File: src/rtl/bus_address_decoder.sv
// Single-master bus address decoder: latches a request, decodes it against a
// static region map, waits for the selected slave with a timeout, and reports completion.
module bus_address_decoder #(
   parameter int NUM_SLAVES     = 3,
   parameter int ADDRESS_WIDTH  = 15,
   parameter int DATA_WIDTH     = 16,
   parameter int TIMEOUT_CYCLES = 15,
   parameter logic [2*NUM_SLAVES*ADDRESS_WIDTH-1:0] REGION_MAP =
      {15'h1000, 15'h1013, 15'h1200, 15'h1200, 15'h2000, 15'h5000}
) (
   input  logic                               clk_i,
   input  logic                               reset_n_i,
   input  logic                               m_req_i,
   input  logic                               m_rd_wr_i,
   input  logic [ADDRESS_WIDTH-1:0]           m_address_i,
   input  logic [DATA_WIDTH-1:0]              m_data_i,
   output logic [DATA_WIDTH-1:0]              m_data_o,
   output logic                               m_ack_o,
   output logic                               m_err_o,
   output logic                               m_busy_o,
   output logic [NUM_SLAVES-1:0]              s_sel_o,
   output logic [ADDRESS_WIDTH-1:0]           s_address_o,
   output logic [DATA_WIDTH-1:0]              s_data_o,
   output logic                               s_rd_wr_o,
   input  logic [NUM_SLAVES*DATA_WIDTH-1:0]   s_data_i,
   input  logic [NUM_SLAVES-1:0]              s_ack_i,
   input  logic                               clear_counts_i,
   output logic [7:0]                         unmapped_count_o,
   output logic [7:0]                         timeout_count_o
);

   localparam int TW = (TIMEOUT_CYCLES > 1) ? $clog2(TIMEOUT_CYCLES) : 1;
   localparam logic [TW-1:0] TIMER_LAST = TW'(TIMEOUT_CYCLES - 1);

   typedef enum logic [1:0] {IDLE, DECODE, WAIT_ACK, RESP} state_t;

   state_t                   state_q, state_d;
   logic [DATA_WIDTH-1:0]    m_data_q, m_data_d;
   logic                     m_ack_q, m_ack_d;
   logic                     m_err_q, m_err_d;
   logic                     m_busy_q, m_busy_d;
   logic [NUM_SLAVES-1:0]    s_sel_q, s_sel_d;
   logic [ADDRESS_WIDTH-1:0] s_address_q, s_address_d;
   logic [DATA_WIDTH-1:0]    s_data_q, s_data_d;
   logic                     s_rd_wr_q, s_rd_wr_d;
   logic [TW-1:0]            timer_q, timer_d;
   logic [7:0]               unmapped_count_q, unmapped_count_d;
   logic [7:0]               timeout_count_q, timeout_count_d;

   logic                     hit;
   logic [NUM_SLAVES-1:0]    hit_sel;
   logic [ADDRESS_WIDTH-1:0] region_start, region_end;
   logic                     sel_ack;
   logic [DATA_WIDTH-1:0]    sel_data;
   logic                     unmapped_inc, timeout_inc;

   // Scan in ascending slave order so the lowest index wins on overlapping regions.
   always_comb begin
      hit          = 1'b0;
      hit_sel      = '0;
      region_start = '0;
      region_end   = '0;
      for (int unsigned k = 0; k < NUM_SLAVES; k++) begin
         region_start = REGION_MAP[(2*NUM_SLAVES-1-2*k)*ADDRESS_WIDTH +: ADDRESS_WIDTH];
         region_end   = REGION_MAP[(2*NUM_SLAVES-2-2*k)*ADDRESS_WIDTH +: ADDRESS_WIDTH];
         if (!hit && (s_address_q >= region_start) && (s_address_q <= region_end)) begin
            hit        = 1'b1;
            hit_sel[k] = 1'b1;
         end
      end
   end

   always_comb begin
      sel_data = '0;
      for (int unsigned k = 0; k < NUM_SLAVES; k++) begin
         if (s_sel_q[k]) sel_data = sel_data | s_data_i[k*DATA_WIDTH +: DATA_WIDTH];
      end
      sel_ack = |(s_ack_i & s_sel_q);
   end

   always_comb begin
      state_d      = state_q;
      m_data_d     = m_data_q;
      m_ack_d      = 1'b0;
      m_err_d      = 1'b0;
      s_sel_d      = s_sel_q;
      s_address_d  = s_address_q;
      s_data_d     = s_data_q;
      s_rd_wr_d    = s_rd_wr_q;
      timer_d      = timer_q;
      unmapped_inc = 1'b0;
      timeout_inc  = 1'b0;

      case (state_q)
         IDLE: begin
            if (m_req_i) begin
               s_address_d = m_address_i;
               s_data_d    = m_data_i;
               s_rd_wr_d   = m_rd_wr_i;
               state_d     = DECODE;
            end
         end
         DECODE: begin
            if (hit) begin
               s_sel_d = hit_sel;
               timer_d = '0;
               state_d = WAIT_ACK;
            end else begin
               m_ack_d      = 1'b1;
               m_err_d      = 1'b1;
               unmapped_inc = 1'b1;
               state_d      = RESP;
            end
         end
         WAIT_ACK: begin
            if (sel_ack) begin
               if (!s_rd_wr_q) m_data_d = sel_data;
               s_sel_d = '0;
               m_ack_d = 1'b1;
               state_d = RESP;
            end else if (timer_q == TIMER_LAST) begin
               s_sel_d     = '0;
               m_ack_d     = 1'b1;
               m_err_d     = 1'b1;
               timeout_inc = 1'b1;
               state_d     = RESP;
            end else begin
               timer_d = timer_q + TW'(1);
            end
         end
         RESP: state_d = IDLE;
         default: state_d = IDLE;
      endcase

      m_busy_d = (state_d != IDLE);

      if (clear_counts_i)                            unmapped_count_d = '0;
      else if (unmapped_inc && unmapped_count_q != '1) unmapped_count_d = unmapped_count_q + 8'd1;
      else                                           unmapped_count_d = unmapped_count_q;

      if (clear_counts_i)                            timeout_count_d = '0;
      else if (timeout_inc && timeout_count_q != '1) timeout_count_d = timeout_count_q + 8'd1;
      else                                           timeout_count_d = timeout_count_q;
   end

   always_ff @(posedge clk_i or negedge reset_n_i) begin
      if (!reset_n_i) begin
         state_q          <= IDLE;
         m_data_q         <= '0;
         m_ack_q          <= 1'b0;
         m_err_q          <= 1'b0;
         m_busy_q         <= 1'b0;
         s_sel_q          <= '0;
         s_address_q      <= '0;
         s_data_q         <= '0;
         s_rd_wr_q        <= 1'b0;
         timer_q          <= '0;
         unmapped_count_q <= '0;
         timeout_count_q  <= '0;
      end else begin
         state_q          <= state_d;
         m_data_q         <= m_data_d;
         m_ack_q          <= m_ack_d;
         m_err_q          <= m_err_d;
         m_busy_q         <= m_busy_d;
         s_sel_q          <= s_sel_d;
         s_address_q      <= s_address_d;
         s_data_q         <= s_data_d;
         s_rd_wr_q        <= s_rd_wr_d;
         timer_q          <= timer_d;
         unmapped_count_q <= unmapped_count_d;
         timeout_count_q  <= timeout_count_d;
      end
   end

   assign m_data_o         = m_data_q;
   assign m_ack_o          = m_ack_q;
   assign m_err_o          = m_err_q;
   assign m_busy_o         = m_busy_q;
   assign s_sel_o          = s_sel_q;
   assign s_address_o      = s_address_q;
   assign s_data_o         = s_data_q;
   assign s_rd_wr_o        = s_rd_wr_q;
   assign unmapped_count_o = unmapped_count_q;
   assign timeout_count_o  = timeout_count_q;

endmodule

File: config.mk
export PLATFORM = sky130hd
export DESIGN_NAME = bus_address_decoder
export DESIGN_NICKNAME = d
export VERILOG_FILES = /design/src/rtl/bus_address_decoder.sv
export SDC_FILE = /design/constraint.sdc
export NUM_CORES = 1
export LEC_CHECK = 0
export ABC_AREA = 1
export BUFFER_PORTS_ARGS = -buffer_cell sky130_fd_sc_hd__clkbuf_2
export CORE_MARGIN = 2
export CORE_UTILIZATION = 45
export CTS_CLUSTER_SIZE = 28
export DETAILED_ROUTE_END_ITERATION = 8
export GPL_TIMING_DRIVEN = 0
export PLACE_DENSITY = 0.8
export RECOVER_POWER = 100
export SYNTH_ARGS = -nofsm -noshare
export SYNTH_HDL_FRONTEND = slang
export SYNTH_SLANG_ARGS = --single-unit
File: constraint.sdc
create_clock -name clk_i -period 4.55 [get_ports clk_i]
set_input_delay 0.2275 -clock clk_i [delete_from_list [all_inputs] [get_ports clk_i]]
set_output_delay 0.2275 -clock clk_i [all_outputs]
set_load 0.01 [all_outputs]
=== After elaboration in Yosys (flattened, before gate mapping) ===
Cells that the tools add are included.
Widths: inputs -> output; s select.

* Bitwise logic cells: 4
* Reduce and logical (&&, ||, !) cells: 19
* $lt $le $gt $ge: 6
* Eq/ne operators: 10
* Add/subtract/negate cells: 3
* Mux-type cells: 33

{| class="wikitable"
|+ Operators with widths
! operator !! count
|-
| $mux 16 || 3
|-
| $mux 8 || 4
|-
| $or 16x16->16 || 2
|-
| $ge 15x13->1 const B || 2
|-
| $le 15x13->1 const B || 2
|-
| $add 8x1->8 const B || 2
|-
| $ne 8x8->1 const B || 2
|-
| $ge 15x14->1 const B || 1
|-
| $le 15x15->1 const B || 1
|-
| $mux 1 || 12
|-
| $mux 4 || 3
|-
| $mux 3 || 3
|-
| $pmux 2 s4 || 1
|-
| $pmux 4 s2 || 1
|-
| $reduce_bool 2->1 || 4
|-
| $logic_and 1x1->1 || 7
|-
| $mux 2 || 3
|-
| $ne 2x2->1 const B || 3
|-
| $pmux 3 s2 || 1
|-
| $reduce_and 3->1 || 2
|-
| $add 4x1->4 const B || 1
|-
| $eq 2x2->1 const B || 2
|-
| $eq 4x4->1 const B || 1
|-
| $pmux 1 s2 || 2
|-
| other kinds (9) || 10
|}

* Output and inout bits: 70
* Flip-flop bits (word level): 76
* Word-level logic and storage cells: 87

=== Logic depth before layout (Yosys ltp) ===
* Word-level depth: 16
* Mapped depth: 11
* Mapped depth without buffers: 11

=== Worst setup path before layout ===
Ideal clock, no wire load.

* Path type: register -> register
* From: register state_q[0]
* To: register s_address_q[0], in the netlist s_address_o[0]
* Arrival time: 1.411 ns
* Clock period less this slack: 1.536 ns
* Required time: 4.425 ns
* Path slack: 3.014 ns
* Stages on the path, launching flop included: 6
* Path buffers: 1
* Cells stage by stage: dfrtp_1 inv_1 ha_1 nand2_1 buf_2 mux2_2

* Cells in the longest elaborated chain, start to end: 2

{| class="wikitable"
|+ RTL lines
! element !! RTL line !! text
|-
| start, declared || 37 || <nowiki>state_t state_q, state_d;</nowiki>
|-
| start signal, assigned || 161 || <nowiki>state_q <= state_d;</nowiki>
|-
| $logic_not 2->1 || 94 || <nowiki>case (state_q)</nowiki>
|-
| $reduce_and 2->1 (no line) || -- ||
|-
| end signal, assigned || 167 || <nowiki>s_address_q <= s_address_d;</nowiki>
|-
| end, declared || 43 || <nowiki>logic [ADDRESS_WIDTH-1:0] s_address_q, s_address_d;</nowiki>
|}

No other way between the ends.
A chain may end at the register's enable or synchronous reset.

==> flow_summary.json <==
{
  "worstMarginPinSlew_ps": 2170,
  "core_area_sq_um": 8260,
  "crit_family": "buffers and inverters",
  "cts_root_buf": "clkbuf_8",
  "globalRouteOverflowTotal": 0,
  "synth_xor_area_frac": 0.0205,
  "peakVddDrop_mv": 0.183,
  "synth_area_leader_cell": "dfrtp_1",
  "cts_tree": "yes",
  "antenna_found_initial": 0,
  "status": "complete, but fails checks",
  "grt_pass1_vias": 3309,
  "num_vias": 3466,
  "first_pass_iters": 4,
  "fin_area_sq_um": 4820,
  "setup_viol_count_final": 0,
  "worstPathArrival_ps": 2310,
  "holdPathStages": 2,
  "ant_nets": 0,
  "wl_per_cell_um": 13.8,
  "grt_pass1_wl_um": 14700,
  "grt_max_degree": 40,
  "clk_path_buf_depth": 2,
  "nNetsFinal": 681,
  "drive_above_1_share": 0.245,
  "hold_violations": 0,
  "vias_per_cell": 4.98,
  "r2r-start": "state_q[0]$_DFF_PN0_",
  "place_hpwl_um": 7360,
  "synthesis.area_sq_um": 3850,
  "drtIter0Drc": 123,
  "ios": 157,
  "diodes": 0,
  "syn2layout_area_growth_pct": 25.3,
  "clk_pin_slew_ps": 100,
  "slew_viol_final": 38,
  "critical_path_class": "input pin to async pin",
  "rows": 33,
  "cp_cell_sequence": "dlygate4sd3_1 > clkbuf_1",
  "htreeDepth": 3,
  "cap_viol_max_count": 1,
  "fmax_mhz": 436,
  "leakagePower_nw": 2.30,
  "synthMuxAreaShare": 0.0820,
  "synthDistinctLibCells": 32,
  "critical_path_buf_inv_count": 2,
  "ys_warn_count": 0,
  "holdCritStartpoint": "m_address_i[3]",
  "p_per_area_nw_per_um2": 559,
  "worstRegToRegCells": 8,
  "synth_fp_nets": 513,
  "synth_cells": 418,
  "yosys.area_share.adder": 0.0260,
  "drc": 0,
  "clock_latency_ps": 360,
  "initial_core_util": 0.466,
  "netlist.area_leader.share": 0.494,
  "track_usage": 0.206,
  "ys_seq_area_frac": 0.494,
  "crit_required_ps": 4570,
  "cp-start-kind": "input pin",
  "synth_top_family_by_area": "simple AND/OR/NAND/NOR gates",
  "final.period_utilization": 0.504,
  "yosys.area_share.simple": 0.269,
  "cp-end-kind": "async pin",
  "placed_cell_area_sq_um": 4780,
  "io_buffers": 155,
  "die_h_um": 96.5,
  "die-area_sq_um": 9300,
  "synth_area_per_cell_sq_um": 9.20,
  "hold_path.class": "input pin to flop",
  "place_congestion": 0.820,
  "maxSlewHeadroom": -0.445,
  "cpMaxStageDelayCell": "clkbuf_1",
  "fin_crit_ps": 2290,
  "die_x_um": 96.5,
  "clkSinkCount": 76,
  "cts_buffers": 9,
  "crit_fanout": 38,
  "synth_area_leaders": "dfrtp_1 (49%), nand2_1 (11%), mux2_2 (8.2%)",
  "rsz0062_at_grt": "no",
  "violations": "capacitance limit, slew limit",
  "hold_end": "s_address_o[3]$_DFFE_PN0P_",
  "setup_tns_ps": 0,
  "fillers": 789,
  "r2r_setup_slack_ps": 2440,
  "r2r_end": "timeout_count_o[6]$_DFFE_PN0P_",
  "ys_seq_elements": 76,
  "wl_um": 9620,
  "critPathMaxStageDelay_ps": 1540,
  "synth_compound_area_frac": 0.0569,
  "fin_skew_ps": 17.1
}
==> how the worst max path moves through the flow <==
stage	startpoint	end	slack, ps	cells after the start
finish	reset_n_i	s_data_o[3]$_DFFE_PN0P_	2260	2
global route	reset_n_i	s_data_o[3]$_DFFE_PN0P_	1750	2
CTS	state_q[0]$_DFF_PN0_	s_data_o[6]$_DFFE_PN0P_	2710	5
detailed placement	state_q[0]$_DFF_PN0_	s_data_o[6]$_DFFE_PN0P_	2730	5
global placement	reset_n_i	timeout_count_o[0]$_DFFE_PN0P_	2590	1
floorplan	state_q[0]$_DFF_PN0_	s_address_o[0]$_DFFE_PN0P_	3010	5
==> registers in the layout, indices dropped and copies added, names as in the netlist <==
name	count
m_data_o	16
s_data_o	16
s_address_o	15
timeout_count_o	8
unmapped_count_o	8
timer_q	4
s_sel_o	3
state_q	2
m_ack_o	1
m_busy_o	1
m_err_o	1
s_rd_wr_o	1
==> layer usage <==
metal  wire, um  GRT usage
met4        158     0.0845
met2       4840      0.380
met3        586     0.0396
met5          0          0
met1       4040      0.234
==> stage by stage <==
stage	instances	worst slack (ps)	util	hold slack (ps)	power [mW]
global route	696	1750	0.584	87.3	2.90
finish	696	2260	0.584	97.4	2.69
detailed placement	679	2730	0.578	272	2.24
CTS	696	2710	0.607	84.7	2.82
global placement	678	2590	0.576	460	2.19
floorplan	418	3010	-	-68.1	1.79
==> Yosys cell counts <==
master,instances
a21oi_1,8
a21oi_2,1
a41oi_1,16
buf_2,7
buf_4,1
buf_6,3
clkbuf_1,4
dfrtp_1,76
ha_1,8
inv_1,27
inv_2,1
mux2_2,28
nand2_1,113
nand2_2,6
nand2_4,4
nand3_1,23
nand3_2,4
nand3_4,2
nand3b_1,2
nand4_1,3
nor2_1,57
nor2_2,1
nor2_4,1
nor2_8,1
nor3_1,2
nor3_2,2
nor3_4,1
o21ai_0,2
o21ai_1,4
or2_0,1
xnor2_1,3
xor2_1,6
==> report_power, final <==
| part | switching (mW) | internal [mW] |
|---|---|---|
| Clock | 0.261 | 0.311 |
| Sequential | 0.166 | 0.930 |
| Combinational | 0.604 | 0.420 |
| Total | 1.03 | 1.66 |
==> cells by family (layout without fill, tap and decap cells) <==
family	Yosys count	after routing
XOR/XNOR	9	9
buffers and inverters	43	216
adder cells (fa/ha/maj)	8	8
multiplexers	28	28
AND/OR/NAND/NOR	223	223
flip-flops	76	76
AO/OA/AOI/OAI	31	31
==> cell type report <==
type                    instances  area, sq um  area share
clock buffers                   9          124      0.0257
inverters                      28          105      0.0218
well taps                     105          131      0.0273
clock inverters                 7          100      0.0208
flip-flops and latches         76         1900       0.395
repair buffers                157          717       0.149
plain buffers                  15         82.6      0.0171
multi-input cells             299         1660       0.344
==> cell usage in the layout (no fill, tap or decap) <==
cell,Yosys,routed
nor3_1,2,4
nand3_2,4,1
ha_1,8,8
inv_6,0,1
dlygate4sd3_1,0,1
nand2_2,6,3
a41oi_1,16,16
buf_6,3,3
xnor2_1,3,3
o21ai_1,4,1
clkinv_4,0,1
inv_1,27,28
nand3_1,23,27
mux2_2,28,28
nor3_2,2,1
clkinvlp_4,0,3
dfrtp_1,76,76
nand4_1,3,3
nor2_1,57,59
o21ai_0,2,5
clkbuf_8,0,9
nor2_2,1,1
a21oi_1,8,8
nand2_4,4,2
a21oi_2,1,1
buf_12,0,1
clkbuf_2,0,84
clkbuf_1,4,80
bufinv_16,0,2
nand2_1,113,118
or2_0,1,1
nand3b_1,2,2
nand3_4,2,1
buf_2,7,3
xor2_1,6,6
==> timing repair <==
action | in CTS | in global routing
endpoints found under the setup margin | 0 | 0
hold buffers | 1 | 0
gates resized for setup | 0 | 0
hold endpoints to repair | 37 | 0
setup buffers | 0 | 0
(Power assumes the default switching activity.)
